[src/rtl/post_adder_accumulator_pkg.sv]
// rtl/post_adder_accumulator_pkg.sv - shared select codes, OPMODE bit indices and widths
package post_adder_accumulator_pkg;
   localparam int DATA_W  = 48;
   localparam int OPM_SUB = 7;
   localparam int OPM_CIN = 5;

   typedef enum logic [1:0] {
      X_ZERO = 2'b00,
      X_M    = 2'b01,
      X_P    = 2'b10,
      X_DAB  = 2'b11
   } x_sel_e;

   typedef enum logic [1:0] {
      Z_ZERO = 2'b00,
      Z_PCIN = 2'b01,
      Z_P    = 2'b10,
      Z_C    = 2'b11
   } z_sel_e;
endpackage

[src/rtl/dsp_reg_mux.sv]
// rtl/dsp_reg_mux.sv - pipeline register with clock enable, sync reset and bypass mux
module dsp_reg_mux #(
   parameter int WIDTH = 1,
   parameter int REG   = 1
) (
   input  logic             clk,
   input  logic             rst,
   input  logic             ce,
   input  logic [WIDTH-1:0] d,
   output logic [WIDTH-1:0] q
);
   logic [WIDTH-1:0] q_r;

   always_ff @(posedge clk) begin
      if (rst)
         q_r <= '0;
      else if (ce)
         q_r <= d;
   end

   assign q = (REG != 0) ? q_r : d;
endmodule

[src/rtl/post_adder_accumulator.sv]
// rtl/post_adder_accumulator.sv - DSP48A1 post-adder: X/Z select, 49-bit add/sub, P feedback
module post_adder_accumulator
   import post_adder_accumulator_pkg::*;
#(
   parameter int    OPMODEREG   = 1,
   parameter int    CARRYINREG  = 1,
   parameter int    CREG        = 1,
   parameter int    PREG        = 1,
   parameter int    CARRYOUTREG = 1,
   parameter string CARRYINSEL  = "OPMODE5"
) (
   input  logic              CLK,
   input  logic              RST,
   input  logic              CE,
   input  logic [7:0]        OPMODE,
   input  logic [35:0]       M,
   input  logic [DATA_W-1:0] DAB,
   input  logic [DATA_W-1:0] C,
   input  logic [DATA_W-1:0] PCIN,
   input  logic              CARRYIN,
   output logic [DATA_W-1:0] P,
   output logic [DATA_W-1:0] PCOUT,
   output logic              CARRYOUT,
   output logic              CARRYOUTF
);
   localparam bit CIN_OPM = (CARRYINSEL == "OPMODE5");
   localparam bit CIN_EXT = (CARRYINSEL == "CARRYIN");

   logic [7:0]        opmode_r;
   logic [DATA_W-1:0] c_r;
   logic              cin_d;
   logic              cin;
   logic [DATA_W-1:0] p_fb;
   logic [DATA_W-1:0] x;
   logic [DATA_W-1:0] z;
   logic [DATA_W:0]   sum;

   dsp_reg_mux #(.WIDTH(8), .REG(OPMODEREG)) u_opmode_reg (
      .clk(CLK), .rst(RST), .ce(CE), .d(OPMODE), .q(opmode_r)
   );

   dsp_reg_mux #(.WIDTH(DATA_W), .REG(CREG)) u_c_reg (
      .clk(CLK), .rst(RST), .ce(CE), .d(C), .q(c_r)
   );

   // A registered carry-in samples raw OPMODE[5] so it lines up with the OPMODE register
   assign cin_d = CIN_OPM ? ((CARRYINREG != 0) ? OPMODE[OPM_CIN] : opmode_r[OPM_CIN])
                          : (CIN_EXT ? CARRYIN : 1'b0);

   dsp_reg_mux #(.WIDTH(1), .REG(CARRYINREG)) u_cin_reg (
      .clk(CLK), .rst(RST), .ce(CE), .d(cin_d), .q(cin)
   );

   // Without PREG there is no register to feed back, so the P selection reads as zero
   generate
      if (PREG != 0) begin : g_fb
         assign p_fb = P;
      end else begin : g_no_fb
         assign p_fb = '0;
      end
   endgenerate

   always_comb begin
      x = '0;
      case (x_sel_e'(opmode_r[1:0]))
         X_M:     x = {12'b0, M};
         X_P:     x = p_fb;
         X_DAB:   x = DAB;
         default: x = '0;
      endcase
   end

   always_comb begin
      z = '0;
      case (z_sel_e'(opmode_r[3:2]))
         Z_PCIN:  z = PCIN;
         Z_P:     z = p_fb;
         Z_C:     z = c_r;
         default: z = '0;
      endcase
   end

   always_comb begin
      sum = '0;
      if (opmode_r[OPM_SUB])
         sum = {1'b0, z} - ({1'b0, x} + {{DATA_W{1'b0}}, cin});
      else
         sum = {1'b0, z} + {1'b0, x} + {{DATA_W{1'b0}}, cin};
   end

   dsp_reg_mux #(.WIDTH(DATA_W), .REG(PREG)) u_p_reg (
      .clk(CLK), .rst(RST), .ce(CE), .d(sum[DATA_W-1:0]), .q(P)
   );

   dsp_reg_mux #(.WIDTH(1), .REG(CARRYOUTREG)) u_co_reg (
      .clk(CLK), .rst(RST), .ce(CE), .d(sum[DATA_W]), .q(CARRYOUT)
   );

   assign PCOUT     = P;
   assign CARRYOUTF = CARRYOUT;
endmodule

[config.mk]
export PLATFORM = sky130hd
export DESIGN_NAME = post_adder_accumulator
export DESIGN_NICKNAME = d
export VERILOG_FILES = /design/src/rtl/post_adder_accumulator_pkg.sv /design/src/rtl/dsp_reg_mux.sv /design/src/rtl/post_adder_accumulator.sv
export SDC_FILE = /design/constraint.sdc
export NUM_CORES = 1
export LEC_CHECK = 0
export CAP_MARGIN = 20
export CORE_MARGIN = 5
export CORE_UTILIZATION = 45
export CTS_CLUSTER_SIZE = 20
export DETAILED_ROUTE_END_ITERATION = 7
export DONT_BUFFER_PORTS = 1
export GPL_TIMING_DRIVEN = 0
export SYNTH_ARGS = -nofsm -noshare
export SYNTH_HDL_FRONTEND = slang
export SYNTH_SLANG_ARGS = --single-unit
export TNS_END_PERCENT = 50
[constraint.sdc]
create_clock -name CLK -period 4.15 [get_ports CLK]
set_input_delay 0 -clock CLK [delete_from_list [all_inputs] [get_ports CLK]]
set_output_delay 0 -clock CLK [all_outputs]
set_load 0.02 [all_outputs]
**Word-level counts from Yosys, hierarchy flattened**

Index checks and enable logic that the tools add are counted.

- Bits in registers: 106
- RAM bits: 0
- Latch bits: 0
- Bits of input ports: 192
- Memories: 0
- Logic and storage cells: 18
- Output and inout bits: 98
- Bits in read-only memories: 0

- Add/subtract/negate cells: 4
- Mux-type cells: 3
- Reductions and logical operators: 0
- Eq/ne operators: 6
- Bitwise logic cells: 0
- Div/mod/pow operators: 0
- Order comparisons: 0
- $mul: 0
- Shift operators: 0

Operator list:

| cell | number |
|---|---|
| case mux 48 bit (3 select lines) | 2 |
| adder 48 x 1 -> 49 bit | 1 |
| adder 48 x 48 -> 49 bit | 1 |
| adder 49 x 1 -> 49 bit | 1 |
| two-way mux 49 bit | 1 |
| subtractor 48 x 49 -> 49 bit | 1 |
| equality test 2 bit, second input constant | 4 |
| equality test 2 x 1 -> 1 bit, second input constant | 2 |

**Depth between registers and ports, before layout**

Gate-level depths: netlist of the first run.

- Depth in word-level cells: 5
- Depth in mapped cells: 20
- Depth with buffers taken out: 16

**Modules after synthesis**

Synthesis of the first run repeated with hierarchy kept, for this count alone.

- Cells, all modules: 1651
- Area total of the unflattened synthesis: 13022.5 um2

Modules (own cells, without submodules):

| module | cells each | area an instance (um2) | instances | seq. area each (um2) |
|---|---|---|---|---|
| post_adder_accumulator | 1309 | 9211.3 | 1 | 0.0 |
| dsp_reg_mux (u_c_reg ...) | 155 | 1729.2 | 2 | 960.9 |
| dsp_reg_mux (u_opmode_reg) | 26 | 285.3 | 1 | 160.2 |
| dsp_reg_mux (u_cin_reg ...) | 3 | 33.8 | 2 | 20.0 |

**Worst setup path after synthesis of the first run**

OpenSTA, ideal clock, no wires.

- Path type: reg2reg
- Start: reg u_opmode_reg.q_r[3] (netlist: u_opmode_reg.q[3])
- End: reg u_p_reg.q_r[32] (netlist: u_p_reg.q[32])
- Required time: 4.028 ns
- Data arrival time: 4.155 ns
- Cell stages (with the launch flop): 18
- Library setup time: 0.122 ns
- Path slack: -0.127 ns
- Clock period less this slack: 4.277 ns
- Path buffers: 2
- Cells stage by stage: dfxtp_1 -> buf_2 -> buf_1 -> mux2_2 -> a22oi_1 -> fa_1 -> inv_1 -> fa_1 -> o21ai_0 -> a22oi_2 -> a32o_1 -> o21ai_1 -> o21ai_0 -> or3b_1 -> a31oi_2 -> xor2_1 -> nor3_1 -> a311o_1

- Word-level cells in the longest chain between the ends: 5
- Elaborated cells on any way between the ends: 8
- Classes of those cells: add/sub (3); eq/ne (3); mux (2)

RTL lines:

| item | RTL line | text |
|---|---|---|
| start, declared | dsp_reg_mux.sv:12 | `logic [WIDTH-1:0] q_r;` |
| start signal, assigned | dsp_reg_mux.sv:16 | `q_r <= '0;` |
| start signal, assigned | dsp_reg_mux.sv:18 | `q_r <= d;` |
| equality test 2 bit or equality test 2 x 1 -> 1 bit (tied branches) | post_adder_accumulator.sv:75 | `case (z_sel_e'(opmode_r[3:2]))` |
| case mux 48 bit (3 select lines) * | post_adder_accumulator.sv:75 |  |
| adder 48 x 48 -> 49 bit | post_adder_accumulator.sv:88 | `sum = {1'b0, z} + {1'b0, x} + {{DATA_W{1'b0}}, cin};` |
| adder 49 x 1 -> 49 bit | post_adder_accumulator.sv:88 |  |
| two-way mux 49 bit * | post_adder_accumulator.sv:85 | `if (opmode_r[OPM_SUB])` |
| end signal, assigned | dsp_reg_mux.sv:16 |  |
| end signal, assigned | dsp_reg_mux.sv:18 |  |
| end, declared | dsp_reg_mux.sv:12 |  |

Every way passes the cells marked *; elsewhere a longest branch is shown, timed or not.
A chain may end at the register's enable or synchronous reset.

**Worst setup path after layout of the first run**

- Start: reg u_opmode_reg.q_r[3] (netlist: u_opmode_reg.q[3])
- End: reg u_p_reg.q_r[47] (netlist: u_p_reg.q[47])

Same word-level chain as after synthesis.

==> implementation parameters, run 1 <==
Parameter                              Value

Status
  Status ... complete, no violations

Critical path
  Crit path launch type ... register
  Nature of the critical path endpoint ... register
  Endpoint required time on the critical path ... 4.45 ns
  Critical path arrival ... 4.38 ns
  Startpoint of the most critical register-to-register path ... u_opmode_reg.q[3]$_SDFFE_PP0P_
  Maximum fanout along the worst path ... 8
  Launch point of the critical path ... u_opmode_reg.q[3]$_SDFFE_PP0P_
  Category of the critical setup timing path ... register to register

Clock tree
  Clock sinks ... 103
  Clock tree root buffer cell ... sky130_fd_sc_hd__clkbuf_16
  TritonCTS clock tree ... done
  Source-to-sink clock delay at the later pin of the worst-skew pair ... 0.40 ns
  Max H-tree Level ... 3
  CTS max path bufs ... 2
  Clock transition at the register clock pins on the worst setup and hold paths after CTS ... 0.11 ns
  CTS buffer count ... 9

Global route
  Via count of the first global-routing pass ... 12500
  Global route total overflow ... 0
  Met1 GRT Util ... 0.426
  First-pass GRT wire length ... 75200 microns
  GRT Max-Usage Layer ... met2
  Largest net degree at the start of global routing ... 22
  Number of antenna violations at the first check in global routing ... 1
  Total global-route track usage ... 0.309
  Met2 Resource Use GR ... 0.502
  Global-route track usage on met3 ... 0.0456

Synth
  Prevailing post-synth register cell ... sky130_fd_sc_hd__dfxtp_1
  Flip-flop and latch count after synthesis ... 103
  Yosys Warn Count ... 0
  Number of cells produced by synthesis ... 1632
  Syn_nets ... 1967
  Number of enable flip-flop cells after synthesis ... 0
  Share of synthesized registers carrying an async set or reset ... 0
  Share of the yosys chip area belonging to registers ... 0.161
  Mean instance size in the synthesized netlist ... 7.83 sq um
  Cell area after technology mapping ... 12800 sq um
  Count of cell types in the netlist ... 91

Place
  Final RePlAce weighted congestion ... 0.960
  Number of cells after detailed placement ... 2010
  Detail Placement HPWL ... 39100 microns
  Count of input and output buffers ... 0

Timing
  Unrepaired setup endpoints after global routing ... true
  Minimum period implied by the final worst setup slack ... 4.08 ns
  Setup-failing EPs final ... 0
  Share of the clock period used by the worst path after layout ... 0.984
  Measured slew at the worst slew-check pin ... 1.17 ns
  Maximum clock skew at final layout ... 0.0272 ns
  FMAX ... 245 MHz
  Normalized max-slew margin ... 0.218
  Post-Route Setup TNS ... 0 ns
  Number of pins with negative max-slew slack in the final report ... 0
  Final Hold Violating Endpoints ... 0

Floorplanning
  I/O pin cnt ... 290
  Chip Width ... 178 microns
  Initial Util ... 0.457
  Count of standard-cell rows ... 61
  Die Outline Area ... 31900 sq um
  Vert. Die Dim ... 178 microns
  Total core area ... 27900 sq um

Routing
  Router iterations before antenna repair ... 6
  Total length of routed wires ... 51800 microns
  Remaining antenna violation count ... 0
  Vias ... 13000
  Via density per instance ... 6.17
  Residual DRC ... 0
  Wire length per cell ... 24.6 microns
  First DRT Iteration DRCs ... 1237

Power and ir drop
  Sequential share of power ... 0.251
  Maximum vdd ir drop ... 0.186 mV
  Net Switching ... 0.00222 W
  Internal power component ... 0.00265 W
  Share of total power in the clock network ... 0.200
  Overall power of the completed layout ... 0.00487 W
  Combinational Power Share ... 0.550
  Power per unit of standard cell area ... 313 nW/um^2
  Leakage power total ... 6.58 nW
  Switching share of total power ... 0.456

Finish
  Area delta synth->final ... 21.7%
  Finished Layout Cells ... 2108
  Post-layout net count ... 2058
  Ratio of cells with drive above 1 in the final layout ... 0.221

Min path
  Hold Path Origin ... CE
  Path type of the worst min-delay path ... primary input to register

Run
  Max-cap violations ... 0
-- synthesized netlist by cell type, types with 5 or more instances --
cell type                  number  area [sq um]
sky130_fd_sc_hd__o211ai_1      12          90.1
sky130_fd_sc_hd__inv_1        119           447
sky130_fd_sc_hd__a31oi_1        6          37.5
sky130_fd_sc_hd__dfxtp_1      103          2060
sky130_fd_sc_hd__a211oi_1      32           240
sky130_fd_sc_hd__a221oi_1       6          52.6
sky130_fd_sc_hd__nand4_1       16           100
sky130_fd_sc_hd__clkbuf_1      59           221
sky130_fd_sc_hd__nor2b_1       21           131
sky130_fd_sc_hd__a21oi_1      127           636
sky130_fd_sc_hd__buf_4         50           375
sky130_fd_sc_hd__nand2_1       94           353
sky130_fd_sc_hd__nor3_1        22           110
sky130_fd_sc_hd__mux2i_1       74           741
sky130_fd_sc_hd__o21a_1         9          67.6
sky130_fd_sc_hd__a22o_1        80           701
sky130_fd_sc_hd__xnor2_1       44           385
sky130_fd_sc_hd__or3_1          6          37.5
sky130_fd_sc_hd__buf_1         25          93.8
sky130_fd_sc_hd__buf_2          6          30.0
sky130_fd_sc_hd__ha_1         139          1740
sky130_fd_sc_hd__a21o_1        44           330
sky130_fd_sc_hd__nand3_1       19          95.1
sky130_fd_sc_hd__a311oi_1       5          43.8
sky130_fd_sc_hd__nand2b_1      13          81.3
sky130_fd_sc_hd__xor2_1        39           342
sky130_fd_sc_hd__o21bai_1      19           143
sky130_fd_sc_hd__and3_1        10          62.6
sky130_fd_sc_hd__mux2_2        84           946
sky130_fd_sc_hd__o21ai_0       68           340
sky130_fd_sc_hd__nor2_1       172           646
sky130_fd_sc_hd__o21ai_1        5          25.0
-- critical path, stage by stage (launching register included) --
cell and delay, ns:
sky130_fd_sc_hd__dfxtp_4 0.41, sky130_fd_sc_hd__nor2b_4 0.15, sky130_fd_sc_hd__clkbuf_16 0.15, sky130_fd_sc_hd__buf_4 0.18
sky130_fd_sc_hd__a22o_1 0.26, sky130_fd_sc_hd__ha_1 0.43, sky130_fd_sc_hd__ha_1 0.29, sky130_fd_sc_hd__a21oi_1 0.10
sky130_fd_sc_hd__o21ai_1 0.45, sky130_fd_sc_hd__a21oi_2 0.15, sky130_fd_sc_hd__a31oi_4 0.32, sky130_fd_sc_hd__nor2_2 0.10
sky130_fd_sc_hd__o211a_1 0.24, sky130_fd_sc_hd__or3_1 0.39, sky130_fd_sc_hd__xor2_1 0.16, sky130_fd_sc_hd__a221oi_2 0.20
-- path summary, 6_finish.rpt --
path | cells past startpoint | endpoint | slack (ns)
max | 15 | u_p_reg.q[47]$_SDFFE_PP0P_ | 0.07
min | 4 | u_p_reg.q[19]$_SDFFE_PP0P_ | 0.23
max reg2reg | 15 | u_p_reg.q[47]$_SDFFE_PP0P_ | 0.07
min reg2reg | 2 | u_c_reg.q[28]$_SDFFE_PP0P_ | 0.49
-- flip-flops by register name, indices dropped and copies added, names as in the netlist --
register	flops
u_c_reg.q	48
u_co_reg.q	1
u_opmode_reg.q	6
u_p_reg.q	48
-- layout make-up --
| type | count | area, sq um |
|---|---|---|
| clock inverters | 7 | 82.6 |
| clock buffers | 9 | 225 |
| inverters | 122 | 460 |
| repair buffers | 90 | 857 |
| flip-flops and latches | 103 | 2070 |
| diodes | 2 | 5.00 |
| multi-input cells | 1267 | 10500 |
| plain buffers | 130 | 881 |
| well taps | 378 | 473 |
| fillers | 2694 | 12400 |
-- per-layer routing --
| metal | vias to the layer above | routed length, microns |
|---|---|---|
| met3 | 77 | 3680 |
| li1 | 5983 | - |
| met4 | 0 | 1350 |
| met1 | 6377 | 23000 |
| met5 | - | 0 |
| met2 | 560 | 23800 |
-- power by group through the flow --
stage / logic [W] / clock network [W] / registers (W)
CTS: 0.00241 / 0.000981 / 0.00122
finish: 0.00268 / 0.000972 / 0.00122
global route: 0.00287 / 0.00101 / 0.00123
detailed placement: 0.00217 / 0 / 0.00124
floorplan: 0.00167 / 0 / 0.00119
global placement: 0.00217 / 0 / 0.00123
-- layout by cell type (no fill, tap or decap), types with 8 or more instances in the layout --
cell                            Yosys  layout
sky130_fd_sc_hd__nor3_1            22      20
sky130_fd_sc_hd__a21o_1            44      44
sky130_fd_sc_hd__nand4_1           16      16
sky130_fd_sc_hd__nor2b_1           21      19
sky130_fd_sc_hd__a21oi_1          127     104
sky130_fd_sc_hd__a22o_1            80      73
sky130_fd_sc_hd__clkbuf_16          0      12
sky130_fd_sc_hd__buf_1             25      13
sky130_fd_sc_hd__xor2_1            39      39
sky130_fd_sc_hd__clkbuf_1          59      35
sky130_fd_sc_hd__a21oi_2            2      18
sky130_fd_sc_hd__dfxtp_1          103      99
sky130_fd_sc_hd__o211ai_1          12      12
sky130_fd_sc_hd__dlygate4sd3_1      0      54
sky130_fd_sc_hd__ha_2               0      14
sky130_fd_sc_hd__ha_4               0      28
sky130_fd_sc_hd__o21ai_1            5      12
sky130_fd_sc_hd__a21oi_4            1       8
sky130_fd_sc_hd__mux2_2            84      79
sky130_fd_sc_hd__o21ai_0           68      53
sky130_fd_sc_hd__buf_4             50      84
sky130_fd_sc_hd__xnor2_1           44      44
sky130_fd_sc_hd__ha_1             139      97
sky130_fd_sc_hd__mux2i_1           74      73
sky130_fd_sc_hd__nand3_1           19      17
sky130_fd_sc_hd__and3_1            10       9
sky130_fd_sc_hd__nor2_1           172     171
sky130_fd_sc_hd__inv_1            119     119
sky130_fd_sc_hd__o21a_1             9       8
sky130_fd_sc_hd__nand2b_1          13      12
sky130_fd_sc_hd__a211oi_1          32      29
sky130_fd_sc_hd__nand2_1           94      92
sky130_fd_sc_hd__clkbuf_4           0       8
sky130_fd_sc_hd__o21bai_1          19      16
-- cells by family (layout without fill, tap and decap cells) --
kind of cell	Yosys count	count (layout)	share of synthesized area
muxes	158	158	0.132
buffers and inverters	262	358	0.0924
other	0	2	0
adders and majority gates	143	143	0.142
xor gates and xnor gates	83	83	0.0569
DFF	103	103	0.161
and+or+nand+nor	404	404	0.147
AOI/OAI and AO/OA	479	479	0.268
-- per-stage QoR --
step / worst slack [ns] / utilization / hold slack (ns) / cell area, sq um
after floorplan: -0.000128 / - / 0.147 / 12800
after global placement: -1.37 / 0.474 / 0.149 / 13300
after detailed placement: -1.48 / 0.474 / 0.156 / 13300
after CTS: -0.0355 / 0.529 / 0.209 / 14800
after global routing: -0.0669 / 0.557 / 0.277 / 15500
final: 0.0667 / 0.557 / 0.230 / 15600
-- timing repair --
item | CTS | global route
hold buffers | 54 | 0
setup endpoints to repair | 41 | 25
gates cloned | 0 | 2
pin swaps | 24 | 57
setup buffers | 13 | 22
hold endpoints to repair | 54 | 0
resized for setup | 162 | 116
Note: power is estimated with default switching activity, not from simulation.
==> run 2, diff against run 1 <==
--- a/config.mk
+++ b/config.mk
@@ -12,6 +12,7 @@
 export DETAILED_ROUTE_END_ITERATION = 7
 export DONT_BUFFER_PORTS = 1
 export GPL_TIMING_DRIVEN = 0
+export PLACE_DENSITY = 0.64
 export SYNTH_ARGS = -nofsm -noshare
 export SYNTH_HDL_FRONTEND = slang
 export SYNTH_SLANG_ARGS = --single-unit
==> implementation parameters, run 2 (synthesis gave the netlist of run 1 again) <==
Parameter                              Value

Status
  Status ... complete, no violations

Timing
  Share of the clock period used by the worst path after layout ... 0.999
  Minimum period implied by the final worst setup slack ... 4.15 ns
  Unrepaired setup endpoints after global routing ... true
  Number of pins with negative max-slew slack in the final report ... 0
  Worst path setup slack after routing ... 0.00414 ns
  FMAX ... 241 MHz
  Setup-failing EPs final ... 0
  Normalized max-slew margin ... 0.220
  Final Hold Violating Endpoints ... 0
  Measured slew at the worst slew-check pin ... 1.17 ns
  Maximum clock skew at final layout ... 0.0161 ns

Global route
  Via count of the first global-routing pass ... 12700
  Total global-route track usage ... 0.312
  First-pass GRT wire length ... 76200 microns
  Global route total overflow ... 0
  Number of antenna violations at the first check in global routing ... 1
  Largest net degree at the start of global routing ... 23

Floorplanning
  Die Outline Area ... 31900 sq um
  Initial Util ... 0.457
  Vert. Die Dim ... 178 microns
  Chip Width ... 178 microns
  Count of standard-cell rows ... 61
  I/O pin cnt ... 290
  Total core area ... 27900 sq um

Power and ir drop
  Leakage power total ... 6.56 nW
  Maximum vdd ir drop ... 0.196 mV
  Power per unit of standard cell area ... 316 nW/um^2
  Overall power of the completed layout ... 0.00496 W

Critical path
  Critical path arrival ... 4.41 ns
  Endpoint required time on the critical path ... 4.41 ns
  Crit path launch type ... register
  Nature of the critical path endpoint ... register
  Maximum fanout along the worst path ... 10
  Category of the critical setup timing path ... register to register

Finish
  Area of combinational cells with multiple inputs ... 10600 sq um
  Post-layout net count ... 2059
  Highest-count cells in the layout ignoring fill and taps ... sky130_fd_sc_hd__nor2_1, sky130_fd_sc_hd__inv_1, sky130_fd_sc_hd__a21oi_1, sky130_fd_sc_hd__dfxtp_1, sky130_fd_sc_hd__nand2_1
  Ratio of cells with drive above 1 in the final layout ... 0.221
  Count of fill cells added during filler insertion ... 2645
  Sequential cell area in the final layout ... 2070 sq um
  Area delta synth->final ... 23.0%
  Finished Core Util ... 0.563
  Most frequent standard cell in the layout excluding fill and tap cells ... sky130_fd_sc_hd__nor2_1

Routing
  First DRT Iteration DRCs ... 1259
  Total length of routed wires ... 52300 microns
  Residual DRC ... 0
  Router iterations before antenna repair ... 5
  Wire length per cell ... 24.8 microns
  Remaining antenna violation count ... 0
  Vias ... 13000
  Via density per instance ... 6.16

Clock tree
  CTS max path bufs ... 2
  CTS buffer count ... 9
  Clock sinks ... 103
  Clock tree root buffer cell ... sky130_fd_sc_hd__clkbuf_16
  Source-to-sink clock delay at the later pin of the worst-skew pair ... 0.38 ns
  Max H-tree Level ... 3
  Clock transition at the register clock pins on the worst setup and hold paths after CTS ... 0.08 ns
  TritonCTS clock tree ... done

Place
  Detail Placement HPWL ... 39300 microns
  Worst Setup Slack post-DPL ... -1.49 ns
  Final RePlAce weighted congestion ... 0.995
  Count of input and output buffers ... 0

Run
  Max-cap violations ... 0

Min path
  Path type of the worst min-delay path ... primary input to register
==> run 2: metal layers <==
layer / routed length, microns / global-route usage / up-vias
li1: - / - / 6013
met1: 21800 / 0.412 / 6217
met2: 23500 / 0.509 / 658
met3: 4670 / 0.0511 / 116
met4: 2320 / 0.123 / 0
met5: 0 / 0 / -
==> run 2: area by class of cell <==
type,count,area share
Clock buffer,9,0.0143
Clock inverter,7,0.00597
Sequential cell,103,0.132
Timing Repair Buffer,91,0.0554
Antenna cell,3,0.000478
Buffer,130,0.0564
Inverter,122,0.0293
Multi-Input combinational cell,1267,0.676
Tap cell,378,0.0301
==> run 2: stage by stage <==
step           area [sq um]  hold WS (ns)  instances  setup TNS (ns)
6_report              15700         0.260       2110               0
5_1_grt               15700         0.263       2108          -0.274
4_1_cts               15000         0.230       2095         -0.0911
3_5_place_dp          13300         0.158       2010          -35.01
3_3_place_gp          13300         0.150       2010          -33.45
2_1_floorplan         12800         0.147       1632       -0.000128
==> run 2: what timing repair did <==
item	4_1_cts	5_1_grt
cloned	2	0
pin swaps	28	50
hold buffers	54	0
resized for setup	170	122
endpoints found under the setup margin	41	23
hold endpoints to repair	54	0
setup buffers	21	14
==> run 2: path summary, 6_finish.rpt <==
path | cells after the start | slack, ns | startpoint | endpoint
setup / recovery | 16 | 0.004 | u_opmode_reg.q[1]$_SDFFE_PP0P_ | u_p_reg.q[41]$_SDFFE_PP0P_
hold / removal | 2 | 0.26 | RST | u_p_reg.q[35]$_SDFFE_PP0P_
setup reg to reg | 16 | 0.004 | u_opmode_reg.q[1]$_SDFFE_PP0P_ | u_p_reg.q[41]$_SDFFE_PP0P_
hold reg to reg | 2 | 0.50 | u_c_reg.q[13]$_SDFFE_PP0P_ | u_c_reg.q[13]$_SDFFE_PP0P_
==> run 2: power by group <==
part | internal (W) | switching (W)
registers | 0.00106 | 0.000159
clock network | 0.000443 | 0.000539
logic | 0.00119 | 0.00157
==> run 2: worst max-delay path, stage by stage, from the launching register on <==
cell,delay (ns)
sky130_fd_sc_hd__dfxtp_4,0.38
sky130_fd_sc_hd__nor2b_1,0.13
sky130_fd_sc_hd__clkbuf_4,0.21
sky130_fd_sc_hd__buf_4,0.21
sky130_fd_sc_hd__a22o_1,0.26
sky130_fd_sc_hd__ha_1,0.35
sky130_fd_sc_hd__buf_2,0.21
sky130_fd_sc_hd__nor2_1,0.09
sky130_fd_sc_hd__nor3b_2,0.33
sky130_fd_sc_hd__o2111ai_1,0.19
sky130_fd_sc_hd__a31o_2,0.28
sky130_fd_sc_hd__a22oi_4,0.25
sky130_fd_sc_hd__a41o_4,0.30
sky130_fd_sc_hd__and2b_1,0.16
sky130_fd_sc_hd__a31oi_1,0.10
sky130_fd_sc_hd__xor2_1,0.17
sky130_fd_sc_hd__a2111oi_2,0.38
